`src/rtl/lcd_timing_engine_if.sv`:
```
`timescale 1ns/1ps
// Pixel stream handshake between the LCD timing engine and its pixel source.
// The engine raises oREQ once per wanted pixel; the source answers with
// iDATA/iVALID a fixed number of cycles later.
interface lcd_timing_engine_if #(
   parameter int COLOR_W = 8
) ();
   logic                 oREQ;
   logic [3*COLOR_W-1:0] iDATA;
   logic                 iVALID;

   // Engine side: issues requests and consumes returned pixels
   modport master (
      output oREQ,
      input  iDATA,
      input  iVALID
   );

   // Source side: watches requests and returns pixels
   modport slave (
      input  oREQ,
      output iDATA,
      output iVALID
   );
endinterface

```
`src/rtl/lcd_timing_engine.sv`:
```
`timescale 1ns/1ps
// Parametrised LCD panel timing engine.
// Walks a raster of H_TOTAL x V_TOTAL clocks, produces active-low syncs,
// data enable and RGB. Colour source is picked once per frame: solid fill,
// eight colour bars, a latency-matched pixel stream, or blank. Every panel
// output is registered from the same counter state, so all of them lag the
// counters by exactly one clock.
module lcd_timing_engine #(
   parameter int H_TOTAL  = 1056,
   parameter int H_SYNC   = 30,
   parameter int H_BLANK  = 46,
   parameter int H_ACT    = 800,
   parameter int V_TOTAL  = 525,
   parameter int V_SYNC   = 13,
   parameter int V_BLANK  = 23,
   parameter int V_ACT    = 480,
   parameter int COLOR_W  = 8,
   parameter int READ_LAT = 2
) (
   input  logic                      iCLK,
   input  logic                      iRST_n,
   input  logic [1:0]                iMODE,
   input  logic [3*COLOR_W-1:0]      iFILL,
   input  logic                      iCLR_UNDERFLOW,
   lcd_timing_engine_if.master       stream,
   output logic                      oHD,
   output logic                      oVD,
   output logic                      oDE,
   output logic [COLOR_W-1:0]        oLCD_R,
   output logic [COLOR_W-1:0]        oLCD_G,
   output logic [COLOR_W-1:0]        oLCD_B,
   output logic                      oNewFrame,
   output logic                      oEndFrame,
   output logic                      oUNDERFLOW,
   output logic [15:0]               oFRAME_CNT
);

   // One extra bit of headroom so H_BLANK+H_ACT fits even when it equals
   // a power-of-two total
   localparam int XW    = $clog2(H_TOTAL + 1);
   localparam int YW    = $clog2(V_TOTAL + 1);
   localparam int BAR_W = H_ACT / 8;
   localparam int BW    = $clog2(BAR_W + 1);

   localparam logic [XW-1:0] X_LAST = XW'(H_TOTAL - 1);
   localparam logic [XW-1:0] X_SYNC = XW'(H_SYNC);
   localparam logic [XW-1:0] X_ACT0 = XW'(H_BLANK);
   localparam logic [XW-1:0] X_ACT1 = XW'(H_BLANK + H_ACT);
   localparam logic [XW-1:0] X_END  = XW'(H_BLANK + H_ACT - 1);
   localparam logic [XW-1:0] X_REQ0 = XW'(H_BLANK - READ_LAT);
   localparam logic [XW-1:0] X_REQ1 = XW'(H_BLANK + H_ACT - READ_LAT);

   localparam logic [YW-1:0] Y_LAST = YW'(V_TOTAL - 1);
   localparam logic [YW-1:0] Y_SYNC = YW'(V_SYNC);
   localparam logic [YW-1:0] Y_ACT0 = YW'(V_BLANK);
   localparam logic [YW-1:0] Y_ACT1 = YW'(V_BLANK + V_ACT);
   localparam logic [YW-1:0] Y_END  = YW'(V_BLANK + V_ACT - 1);

   localparam logic [BW-1:0] BAR_LAST = BW'(BAR_W - 1);

   typedef enum logic [1:0] {
      MODE_FILL   = 2'd0,
      MODE_BARS   = 2'd1,
      MODE_STREAM = 2'd2,
      MODE_BLANK  = 2'd3
   } mode_t;

   logic [XW-1:0]        x_cnt, x_nxt;
   logic [YW-1:0]        y_cnt, y_nxt;
   mode_t                mode_q;
   logic                 armed;
   logic [BW-1:0]        bar_pix;
   logic [2:0]           bar_idx;
   logic                 hs, vs, h_act, v_act, act;
   logic                 req_nxt;
   logic                 at_origin, at_last_pix;
   logic                 underflow_set;
   logic [3*COLOR_W-1:0] pix_rgb;

   // Next raster position: x wraps at the line end and carries into y
   always_comb begin
      x_nxt = x_cnt + 1'b1;
      y_nxt = y_cnt;
      if (x_cnt == X_LAST) begin
         x_nxt = '0;
         y_nxt = (y_cnt == Y_LAST) ? '0 : y_cnt + 1'b1;
      end
   end

   // Raster counters
   always_ff @(posedge iCLK or negedge iRST_n) begin
      if (!iRST_n) begin
         x_cnt <= '0;
         y_cnt <= '0;
      end else begin
         x_cnt <= x_nxt;
         y_cnt <= y_nxt;
      end
   end

   // Counter-domain decodes feeding the registered output stage; the
   // request window is judged on the next position so oREQ lines up with it
   always_comb begin
      hs          = (x_cnt < X_SYNC);
      vs          = (y_cnt < Y_SYNC);
      h_act       = (x_cnt >= X_ACT0) && (x_cnt < X_ACT1);
      v_act       = (y_cnt >= Y_ACT0) && (y_cnt < Y_ACT1);
      act         = h_act && v_act;
      at_origin   = (x_cnt == '0) && (y_cnt == '0);
      at_last_pix = (x_cnt == X_END) && (y_cnt == Y_END);
      req_nxt     = (mode_q == MODE_STREAM) &&
                    (x_nxt >= X_REQ0) && (x_nxt < X_REQ1) &&
                    (y_nxt >= Y_ACT0) && (y_nxt < Y_ACT1);
   end

   // Mode is sampled only at the raster origin so a frame never mixes
   // sources; the frame that starts straight out of reset stays blank
   always_ff @(posedge iCLK or negedge iRST_n) begin
      if (!iRST_n) begin
         mode_q <= MODE_BLANK;
         armed  <= 1'b0;
      end else begin
         armed <= 1'b1;
         if (armed && at_origin) begin
            mode_q <= mode_t'(iMODE);
         end
      end
   end

   // Bar position tracked by a pixel-in-bar counter instead of dividing x;
   // it is primed on the cycle before the first active column
   always_ff @(posedge iCLK or negedge iRST_n) begin
      if (!iRST_n) begin
         bar_pix <= '0;
         bar_idx <= '0;
      end else if (x_nxt == X_ACT0) begin
         bar_pix <= '0;
         bar_idx <= '0;
      end else if (h_act) begin
         if (bar_pix == BAR_LAST) begin
            bar_pix <= '0;
            bar_idx <= bar_idx + 3'd1;
         end else begin
            bar_pix <= bar_pix + 1'b1;
         end
      end
   end

   // Pixel colour for the current position; a missing stream pixel turns
   // black and flags underflow. Bar order white..black falls out of the
   // inverted index bits: R=~idx[1], G=~idx[2], B=~idx[0]
   always_comb begin
      pix_rgb       = '0;
      underflow_set = 1'b0;
      if (act) begin
         case (mode_q)
            MODE_FILL: begin
               pix_rgb = iFILL;
            end
            MODE_BARS: begin
               pix_rgb = {{COLOR_W{~bar_idx[1]}},
                          {COLOR_W{~bar_idx[2]}},
                          {COLOR_W{~bar_idx[0]}}};
            end
            MODE_STREAM: begin
               if (stream.iVALID) begin
                  pix_rgb = stream.iDATA;
               end else begin
                  underflow_set = 1'b1;
               end
            end
            default: begin
               pix_rgb = '0;
            end
         endcase
      end
   end

   // Registered panel outputs, stream request and frame bookkeeping
   always_ff @(posedge iCLK or negedge iRST_n) begin
      if (!iRST_n) begin
         oHD         <= 1'b1;
         oVD         <= 1'b1;
         oDE         <= 1'b0;
         oLCD_R      <= '0;
         oLCD_G      <= '0;
         oLCD_B      <= '0;
         stream.oREQ <= 1'b0;
         oNewFrame   <= 1'b0;
         oEndFrame   <= 1'b0;
         oFRAME_CNT  <= '0;
      end else begin
         oHD                      <= ~hs;
         oVD                      <= ~vs;
         oDE                      <= act;
         {oLCD_R, oLCD_G, oLCD_B} <= pix_rgb;
         stream.oREQ              <= req_nxt;
         oNewFrame                <= at_origin;
         oEndFrame                <= at_last_pix;
         if (at_last_pix) begin
            oFRAME_CNT <= oFRAME_CNT + 16'd1;
         end
      end
   end

   // Sticky underflow flag; a fresh underflow outranks a clear request
   always_ff @(posedge iCLK or negedge iRST_n) begin
      if (!iRST_n) begin
         oUNDERFLOW <= 1'b0;
      end else if (underflow_set) begin
         oUNDERFLOW <= 1'b1;
      end else if (iCLR_UNDERFLOW) begin
         oUNDERFLOW <= 1'b0;
      end
   end

endmodule
```
`src/flat_wrapper.sv`:
```
// flat-port wrapper written by rule: the top's interface ports become plain ports
module lcd_timing_engine_flat 
#(
   parameter int H_TOTAL  = 1056,
   parameter int H_SYNC   = 30,
   parameter int H_BLANK  = 46,
   parameter int H_ACT    = 800,
   parameter int V_TOTAL  = 525,
   parameter int V_SYNC   = 13,
   parameter int V_BLANK  = 23,
   parameter int V_ACT    = 480,
   parameter int COLOR_W  = 8,
   parameter int READ_LAT = 2
)
  (iCLK, iRST_n, iMODE, iFILL, iCLR_UNDERFLOW, oHD, oVD, oDE, oLCD_R, oLCD_G, oLCD_B, oNewFrame, oEndFrame, oUNDERFLOW, oFRAME_CNT, stream_oREQ, stream_iDATA, stream_iVALID);
  lcd_timing_engine_if #(.COLOR_W(COLOR_W)) stream_i ();
  input  logic iCLK;
  input  logic iRST_n;
  input  logic [1:0] iMODE;
  input  logic [3*COLOR_W-1:0] iFILL;
  input  logic iCLR_UNDERFLOW;
  output logic oHD;
  output logic oVD;
  output logic oDE;
  output logic [COLOR_W-1:0] oLCD_R;
  output logic [COLOR_W-1:0] oLCD_G;
  output logic [COLOR_W-1:0] oLCD_B;
  output logic oNewFrame;
  output logic oEndFrame;
  output logic oUNDERFLOW;
  output logic [15:0] oFRAME_CNT;
  output wire logic [$bits(stream_i.oREQ)-1:0] stream_oREQ;
  input wire logic [$bits(stream_i.iDATA)-1:0] stream_iDATA;
  input wire logic [$bits(stream_i.iVALID)-1:0] stream_iVALID;
  assign stream_oREQ = stream_i.oREQ;
  assign stream_i.iDATA = stream_iDATA;
  assign stream_i.iVALID = stream_iVALID;
  lcd_timing_engine #(.H_TOTAL(H_TOTAL), .H_SYNC(H_SYNC), .H_BLANK(H_BLANK), .H_ACT(H_ACT), .V_TOTAL(V_TOTAL), .V_SYNC(V_SYNC), .V_BLANK(V_BLANK), .V_ACT(V_ACT), .COLOR_W(COLOR_W), .READ_LAT(READ_LAT)) u_core (.iCLK(iCLK), .iRST_n(iRST_n), .iMODE(iMODE), .iFILL(iFILL), .iCLR_UNDERFLOW(iCLR_UNDERFLOW), .stream(stream_i), .oHD(oHD), .oVD(oVD), .oDE(oDE), .oLCD_R(oLCD_R), .oLCD_G(oLCD_G), .oLCD_B(oLCD_B), .oNewFrame(oNewFrame), .oEndFrame(oEndFrame), .oUNDERFLOW(oUNDERFLOW), .oFRAME_CNT(oFRAME_CNT));
endmodule
```
`config.mk`:
```
export PLATFORM = sky130hd
export DESIGN_NAME = lcd_timing_engine_flat
export DESIGN_NICKNAME = d
export VERILOG_FILES = /design/src/rtl/lcd_timing_engine_if.sv /design/src/rtl/lcd_timing_engine.sv /design/src/flat_wrapper.sv
export SDC_FILE = /design/constraint.sdc
export NUM_CORES = 1
export LEC_CHECK = 0
export ABC_AREA = 1
export CORE_MARGIN = 2
export CORE_UTILIZATION = 55
export CTS_CLUSTER_DIAMETER = 30
export DETAILED_ROUTE_END_ITERATION = 16
export GPL_TIMING_DRIVEN = 1
export PLACE_DENSITY_LB_ADDON = 0.12
export SYNTH_ARGS = -nofsm -noshare
export SYNTH_HDL_FRONTEND = slang
export SYNTH_SLANG_ARGS = --single-unit
```
`constraint.sdc`:
```
create_clock -name iCLK -period 4.1 [get_ports iCLK]
set_input_delay 0.41 -clock iCLK [delete_from_list [all_inputs] [get_ports iCLK]]
set_output_delay 0.41 -clock iCLK [all_outputs]
set_load 0.05 [all_outputs]
```
# == After elaboration in Yosys (flattened, before gate mapping) ==
# Cells that the tools add are included.
# totals
reg_bits,81
in_bits,54
out_inout_bits,47
word_cells,79
# classes
n_addsub,5
magnitude_cmp,10
eq_ne,8
muxes,17
bitwise_logic,5
reduce_logical,17
# op_table
op,n
24-bit one-hot mux with 3 select lines,1
24-bit 2-to-1 mux,2
11-bit by 6-bit greater-or-equal comparator with 1-bit output (second input constant),2
11-bit by 10-bit < comparator with 1-bit output (second input constant),2
7-bit 2-to-1 mux,3
10-bit by 5-bit greater-or-equal comparator with 1-bit output (second input constant),2
10-bit by 9-bit < comparator with 1-bit output (second input constant),2
10-bit 2-to-1 mux,2
16-bit by 1-bit adder with 16-bit output (second input constant),1
11-bit by 1-bit adder with 11-bit output (second input constant),1
11-bit by 10-bit == test with 1-bit output (second input constant),1
11-bit == test (second input constant),1
11-bit by 6-bit == test with 1-bit output (second input constant),1
11-bit logical NOT,1
11-bit by 5-bit < comparator with 1-bit output (second input constant),1
11-bit 2-to-1 mux,1
10-bit by 1-bit adder with 10-bit output (second input constant),1
10-bit == test (second input constant),1
10-bit by 9-bit == test with 1-bit output (second input constant),1
1-bit logical AND,10
10-bit logical NOT,1
10-bit by 4-bit < comparator with 1-bit output (second input constant),1
3-bit 2-to-1 mux,3
7-bit by 1-bit adder with 7-bit output (second input constant),1
9 further kinds,19

# == Depth between registers and ports, before layout ==
# Gate-level depths: netlist of the first run.
# depth
ltp_word,7
ltp_mapped,15
ltp_nobuf,15

# == Worst setup path after synthesis of the first run ==
# OpenSTA, ideal clock, no wires.
# synth_timing
path_kind,register to register
start,register u_core.oFRAME_CNT[0]
end,register u_core.oFRAME_CNT[14]
setup_ns,0.141
t_arrival_ns,1.761
required_ns,3.959
setup_slack_ns,2.198
stages_incl_launch_ff,9
n_path_buf,0
period_less_slack_ns,1.902
path_cell_list,dfrtp_1 > ha_1 > nand3_1 > nand3b_1 > inv_1 > nand4_2 > nor2_2 > nand2_1 > xnor2_1
# synth_between
elab_chain_cells,1
# synth_lines
element,line,rtl
start: declaration,lcd_timing_engine.sv:35,output logic [15:0] oFRAME_CNT
start signal: assignment,lcd_timing_engine.sv:201,oFRAME_CNT <= oFRAME_CNT + 16'd1;
16-bit by 1-bit adder with 16-bit output,lcd_timing_engine.sv:201,
# Every way passes these cells.
# A chain may end at the register's enable or synchronous reset.

# == Worst setup path after layout of the first run ==
# layout_timing
start,register u_core.oFRAME_CNT[6]
end,output oFRAME_CNT[6]
# layout_rtl
element,line,rtl
end: declaration,flat_wrapper.sv:31,output logic [15:0] oFRAME_CNT;
# No word-level cell between the ends.

==> impl_metrics.yaml, run 1 <==
grt:
  grt_pass1_vias: 4045
  antenna_found_initial: 0
  grt_max_degree: 82
  grt_pass1_wl_um: 18260
  grt.total_usage_pct: 25.40
  grt.overflow.total: 0
worst_setup_path:
  crit_family: "buffers and inverters"
  critPathBufInv: 1
  worstSetupPathType: "reg -> out"
  path_cells: "clkdlybuf4s50_1"
  endpoint_kind: "output pin"
  slowest_stage: "clkdlybuf4s50_1"
  worstPathRequired_ps: 3690
  worstPathArrival_ps: 1670
  cp_max_fo: 6
  worstSetupStartpointType: "register"
  slowest_delay_ps: 850
  ff2ff_setup_slack_ps: 2040
pwr:
  ir_worst_vdd_mv: 0.1720
  power_mw: 1.506
  power_density_mw_per_mm2: 257.5
  power.leakage_nw: 2.713
yosys:
  yosysWarnings: 0
  ys.flop_type: "dfrtp_1"
  synth_edf_count: 0
  ys_async_sr_fraction_pct: 100.0
  synthesis.nets: 625
  syn_area_mm2: 0.004591
  ys_ff_latch: 81
  syn_area_per_cell_um2: 8.183
  ys_seq_area_share_pct: 44.26
  ys_types: 41
  postSynthCellCount: 561
cts:
  clkTransAtPathRegs_ps: 90
  clock_sinks: 81
  clk-insertion-delay-late_ps: 350
  root_buffer: "clkbuf_8"
  hold_buffers: 0
  postCtsSetupBuffers: 0
  cts_tree: "yes"
  post_cts_resized: 0
  cts_buffer_depth: 2
  h-tree-depth: 3
  numCtsBuffers: 9
sta:
  timing.slew.headroom_pct: 32.75
  fin_crit_ps: 2077
  drv_slew: 0
  hold_violations: 0
  setup_tns_ps: 0
  fmax_ghz: 0.4816
  rsz0062_at_grt: "no"
  finalCritPeriodShare_pct: 50.65
  finalSetupViolations: 0
  layout_setup_ws_ps: 2023
  worstMarginPinSlew_ps: 1009
  fin_skew_ps: 11.63
floorplan:
  die-area_mm2: 0.009094
  core-area_mm2: 0.008134
  initial_core_util_pct: 56.44
  pin_count: 101
  die_h_um: 95.36
  die_w_um: 95.36
  rows: 33
drt:
  drc_errors: 0
  ant_nets: 0
  drt-pass1-iter-count: 6
  routed-via-count: 4166
  viasPerCell: 5.403
  routed_wl_um: 11120
  drt_iter0_markers: 319
  wl_per_cell_um: 14.42
place:
  port-buffer-count: 100
  dpl.hpwl_um: 8104
  gp_congestion: 0.9106
  post-place-ws_ps: 2070
final_layout:
  drive_gt1_share_pct: 13.21
  nets: 725
  area_growth_pct: 27.36
  diodes: 0
  fill_cells: 699
outcome:
  status: "finished, final reports clean"
hold_path:
  hp-class: "in -> async"
flow_run:
  drv_cap: 0
[report_power, final]
| part | switching, mW | leakage, nW | internal [mW] | total [mW] |
|---|---|---|---|---|
| Combinational | 0.0528 | 1.52 | 0.0549 | 0.108 |
| Clock | 0.298 | 0.103 | 0.298 | 0.596 |
| Sequential | 0.00141 | 1.09 | 0.801 | 0.802 |
| Total | 0.352 | 2.71 | 1.15 | 1.51 |
[worst paths after layout]
kind | startpoint | end | depth (start not counted)
max | u_core.oFRAME_CNT[6] | oFRAME_CNT[6] | 1
max reg2reg | u_core.y_cnt[0] | u_core.oLCD_R[7] | 7
max in group asynchronous | iRST_n | u_core.stream.oREQ | 1
min reg2reg | u_core.mode_q[1] | u_core.mode_q[1] | 2
min in group iCLK | u_core.mode_q[1] | u_core.mode_q[1] | 2
min | iRST_n | u_core.oFRAME_CNT[7] | 1
[layer usage]
layer	routed length (um)	global-route usage, %	vias up
met4	177	8.816	0
met5	0	0	-
met2	5735	43.49	123
li1	-	-	2032
met1	4663	32.89	1988
met3	544	3.715	23
[flip-flops by register name (all words and copies together), names as in the netlist, 2 cells and up]
signal,cells
u_core.oFRAME_CNT,16
u_core.oLCD_G,8
u_core.oLCD_B,8
u_core.bar_idx,3
u_core.y_cnt,10
u_core.oLCD_R,8
u_core.bar_pix,7
u_core.x_cnt,11
u_core.mode_q,2
[kinds of logic after synthesis]
group,count (synthesis),share of synthesized area [%]
adder cells (fa/ha/maj),10,2.726
AO/OA/AOI/OAI,80,11.34
other,1,0.08169
XOR/XNOR,21,4.007
flip-flops,81,44.26
AND/OR/NAND/NOR,288,30.28
buffers and inverters,80,7.304
[worst register-to-register path, cell delays in order, from the launching register on]
cell and delay [ps]:
dfrtp_1 430, ha_1 240, inv_1 90, o21ai_0 300, a21oi_1 160, nor3_4 270, inv_2 290, a21oi_1 210
[layout by cell type, fill, tap and decap left out, types with 2 or more instances in the layout]
| cell | instances |
|---|---|
| nand3b_1 | 3 |
| nand2_1 | 138 |
| nor3_1 | 5 |
| nand2_2 | 8 |
| nor3_4 | 2 |
| clkinv_2 | 3 |
| xnor2_1 | 9 |
| nand3_2 | 6 |
| inv_2 | 10 |
| a21oi_1 | 12 |
| inv_1 | 56 |
| o21ai_1 | 2 |
| nor2_2 | 5 |
| ha_1 | 10 |
| o21ai_0 | 17 |
| nand3_1 | 35 |
| clkbuf_8 | 10 |
| nor2_4 | 7 |
| o21ai_2 | 3 |
| a21oi_2 | 20 |
| dfstp_2 | 4 |
| nor4_1 | 4 |
| buf_4 | 3 |
| xor2_1 | 12 |
| nand4_1 | 16 |
| a31oi_1 | 25 |
| nor2_1 | 51 |
| clkdlybuf4s50_1 | 99 |
| dfrtp_1 | 77 |
[final cells by class]
cell class,count,area (um2),area share [%]
timing repair buffer,102,1013,17.33
sequential,81,2032,34.75
multi-input combinational,400,2223,38.03
clock buffer,11,141.4,2.418
tap,105,131.4,2.247
inverter,67,251.5,4.301
clock inverter,5,53.80,0.9202
[synthesized netlist by cell type (2+ instances only)]
library cell    n  share of area, %
nor3_4          2              0.71
a31oi_1        25               3.4
nand4_1        16               2.2
nand2_2         8               1.1
dfrtp_1        77                42
o21ai_2         3              0.57
dfstp_2         4               2.3
nand3_2         6               1.3
buf_6           4              0.98
nor2_2          5              0.68
xor2_1         12               2.3
nand2_1       138                11
inv_2          10              0.82
clkbuf_1        6              0.49
nand3b_1        3              0.49
nor4_1          4              0.55
nand3_1        35               3.8
nor2_4          7               1.7
nor2_1         51               4.2
a21oi_1        12               1.3
o21ai_1         2              0.22
xnor2_1         9               1.7
nor3_1          5              0.55
inv_1          56               4.6
ha_1           10               2.7
a21oi_2        20               3.8
o21ai_0        17               1.9
[stage by stage]
| stage | hold WS [ps] | instance area, um2 | utilization [%] | cells |
|---|---|---|---|---|
| finish | 210.0 | 5847 | 71.88 | 771 |
| global route | 306.0 | 5847 | 71.88 | 771 |
| detailed placement | 464.1 | 5652 | 69.48 | 755 |
| CTS | 260.6 | 5847 | 71.88 | 771 |
| floorplan | 114.4 | 4591 | - | 561 |
| global placement | 460.2 | 5652 | 69.48 | 755 |
No activity file was read; power rests on OpenSTA's default activity.
==> inputs of run 2 (changes only) <==
- CORE_UTILIZATION: 55 -> 51
- clock period: 4.1 -> 2.14 ns (I/O delays scaled with it)
==> impl_metrics.yaml, run 2 (synthesized netlist as in run 1, its figures left out) <==
outcome:
  status: "finished, final reports clean"
final_layout:
  area_growth_pct: 29.33
  drive_gt1_share_pct: 14.14
  nets: 731
  diodes: 0
  top_register: "u_core.oFRAME_CNT"
  final_cell_mix: "nand2_1, clkdlybuf4s50_1, dfrtp_1"
  top_regs: "u_core.oFRAME_CNT (16), u_core.x_cnt (11), u_core.y_cnt (10)"
  fill_cells: 743
  largest_register_ffs: 16
  fin_util_pct: 68.08
  final_area_mm2: 0.005937
  final_common_cell: "nand2_1"
  final_cells: 780
pwr:
  ir_worst_vdd_mv: 0.3160
  power.leakage_nw: 2.737
  power_density_mw_per_mm2: 489.4
place:
  port-buffer-count: 100
  dpl.hpwl_um: 8440
  gp_congestion: 0.8747
  dp.cells: 763
  post-place-ws_ps: 98.22
  placed_area_mm2: 0.005705
flow_run:
  drv_cap: 0
sta:
  finalSetupViolations: 0
  finalCritPeriodShare_pct: 94.91
  layout_setup_ws_ps: 109.0
  worstMarginPinSlew_ps: 666.5
  fin_crit_ps: 2031
  drv_slew: 0
  fmax_ghz: 0.4924
  fin_skew_ps: 16.50
  hold_violations: 0
  timing.slew.headroom_pct: 55.57
grt:
  antenna_found_initial: 0
  grt.overflow.total: 0
  grt_max_degree: 51
  grt.total_usage_pct: 23.79
  grt_pass1_vias: 4165
  grt_pass1_wl_um: 18800
floorplan:
  die_w_um: 98.88
  rows: 34
  die_h_um: 98.88
  die-area_mm2: 0.009776
  core-area_mm2: 0.008721
  initial_core_util_pct: 52.64
  pin_count: 101
worst_setup_path:
  worstSetupPathType: "reg -> reg"
  worstSetupStartpointType: "register"
  cp_max_fo: 24
  slowest_delay_ps: 440
  timing.rr.start: "u_core.y_cnt[0]"
  path_cells: "ha_1 > inv_1 > o21ai_0 > a21oi_1 > nor3_4 > inv_4 > a21oi_1"
  ff2ff_setup_slack_ps: 110
  crit_path_end: "u_core.oLCD_B[2]"
  cp.depth: 7
  cp-startpoint: "u_core.y_cnt[0]"
  critPathBufInv: 2
  r2r_cells: 7
  endpoint_kind: "register"
  slowest_stage: "dfrtp_1"
  rr_endpoint: "u_core.oLCD_B[2]"
  worstPathRequired_ps: 2420
  worstPathArrival_ps: 2310
  crit_family: "compound AO/OA/AOI/OAI gates"
  cp_common_cell: "a21oi_1"
drt:
  viasPerCell: 5.309
  drc_errors: 0
  routed-via-count: 4141
  drt_iter0_markers: 264
  ant_nets: 0
  wl_per_cell_um: 14.45
  drt-pass1-iter-count: 5
  routed_wl_um: 11270
cts:
  clk-insertion-delay-late_ps: 360
  clkTransAtPathRegs_ps: 90
  root_buffer: "clkbuf_8"
  cts_tree: "yes"
  h-tree-depth: 3
  postCtsSetupBuffers: 0
  cts_buffer_depth: 2
  numCtsBuffers: 9
  clock_sinks: 81
hold_path:
  holdPathStages: 3
  hp-class: "in -> reg"
[run 2: tightest hold or removal path: stages]
cell and delay (ps):
clkdlybuf4s50_1 390, nand2_1 70, a21oi_2 50
[run 2: final cells by class]
| cell class | instances | area, um2 | area share (%) |
|---|---|---|---|
| tap | 108 | 135.1 | 2.276 |
| inverter | 67 | 254.0 | 4.278 |
| timing repair buffer | 108 | 1074 | 18.08 |
| clock inverter | 4 | 53.80 | 0.9062 |
| sequential | 81 | 2032 | 34.23 |
| clock buffer | 12 | 145.1 | 2.445 |
| multi-input combinational | 400 | 2243 | 37.79 |
[run 2: through the flow]
| stage | hold slack (ps) | total power [mW] | setup TNS [ps] |
|---|---|---|---|
| 2_1_floorplan | -81.59 | 1.632 | 0 |
| 3_3_place_gp | 282.0 | 1.778 | 0 |
| 3_5_place_dp | 291.3 | 1.784 | 0 |
| 4_1_cts | 395.1 | 2.934 | 0 |
| 5_1_grt | 399.0 | 3.013 | -7.500 |
| 6_report | 399.5 | 2.905 | 0 |
[run 2: where the power goes]
part	total (mW)	switching [mW]	leakage, nW	internal [mW]
sequential	1.54	0.00310	1.09	1.53
combinational	0.215	0.102	1.55	0.113
clock	1.15	0.575	0.0932	0.577
[run 2: worst min-delay path by stage]
stage                     slack [ps]     start                   end
final                            400  iFILL[4]      u_core.oLCD_B[4]
after global routing             400  iFILL[8]      u_core.oLCD_G[0]
after CTS                        400  iFILL[9]      u_core.oLCD_G[1]
after detailed placement         290    iRST_n  u_core.oFRAME_CNT[7]
after global placement           280    iRST_n  u_core.oFRAME_CNT[7]
after floorplan                  -80    iRST_n          u_core.armed
[run 2: timing repair]
action	CTS	global route
hold buffers	1	0
gates resized for setup	0	7
setup endpoints to repair	0	32
hold endpoints to repair	45	0
[run 2: layer usage]
layer  track usage [%]  vias to the layer above  share of wire [%]  routed length, um
li1                  -                     2044                  -                  -
met1             29.79                     1961                 42               4698
met2             40.64                      112                 52               5816
met3             4.113                       24                4.3                484
met4             10.01                        0                2.4                274
met5                 0                        -                  0                  0
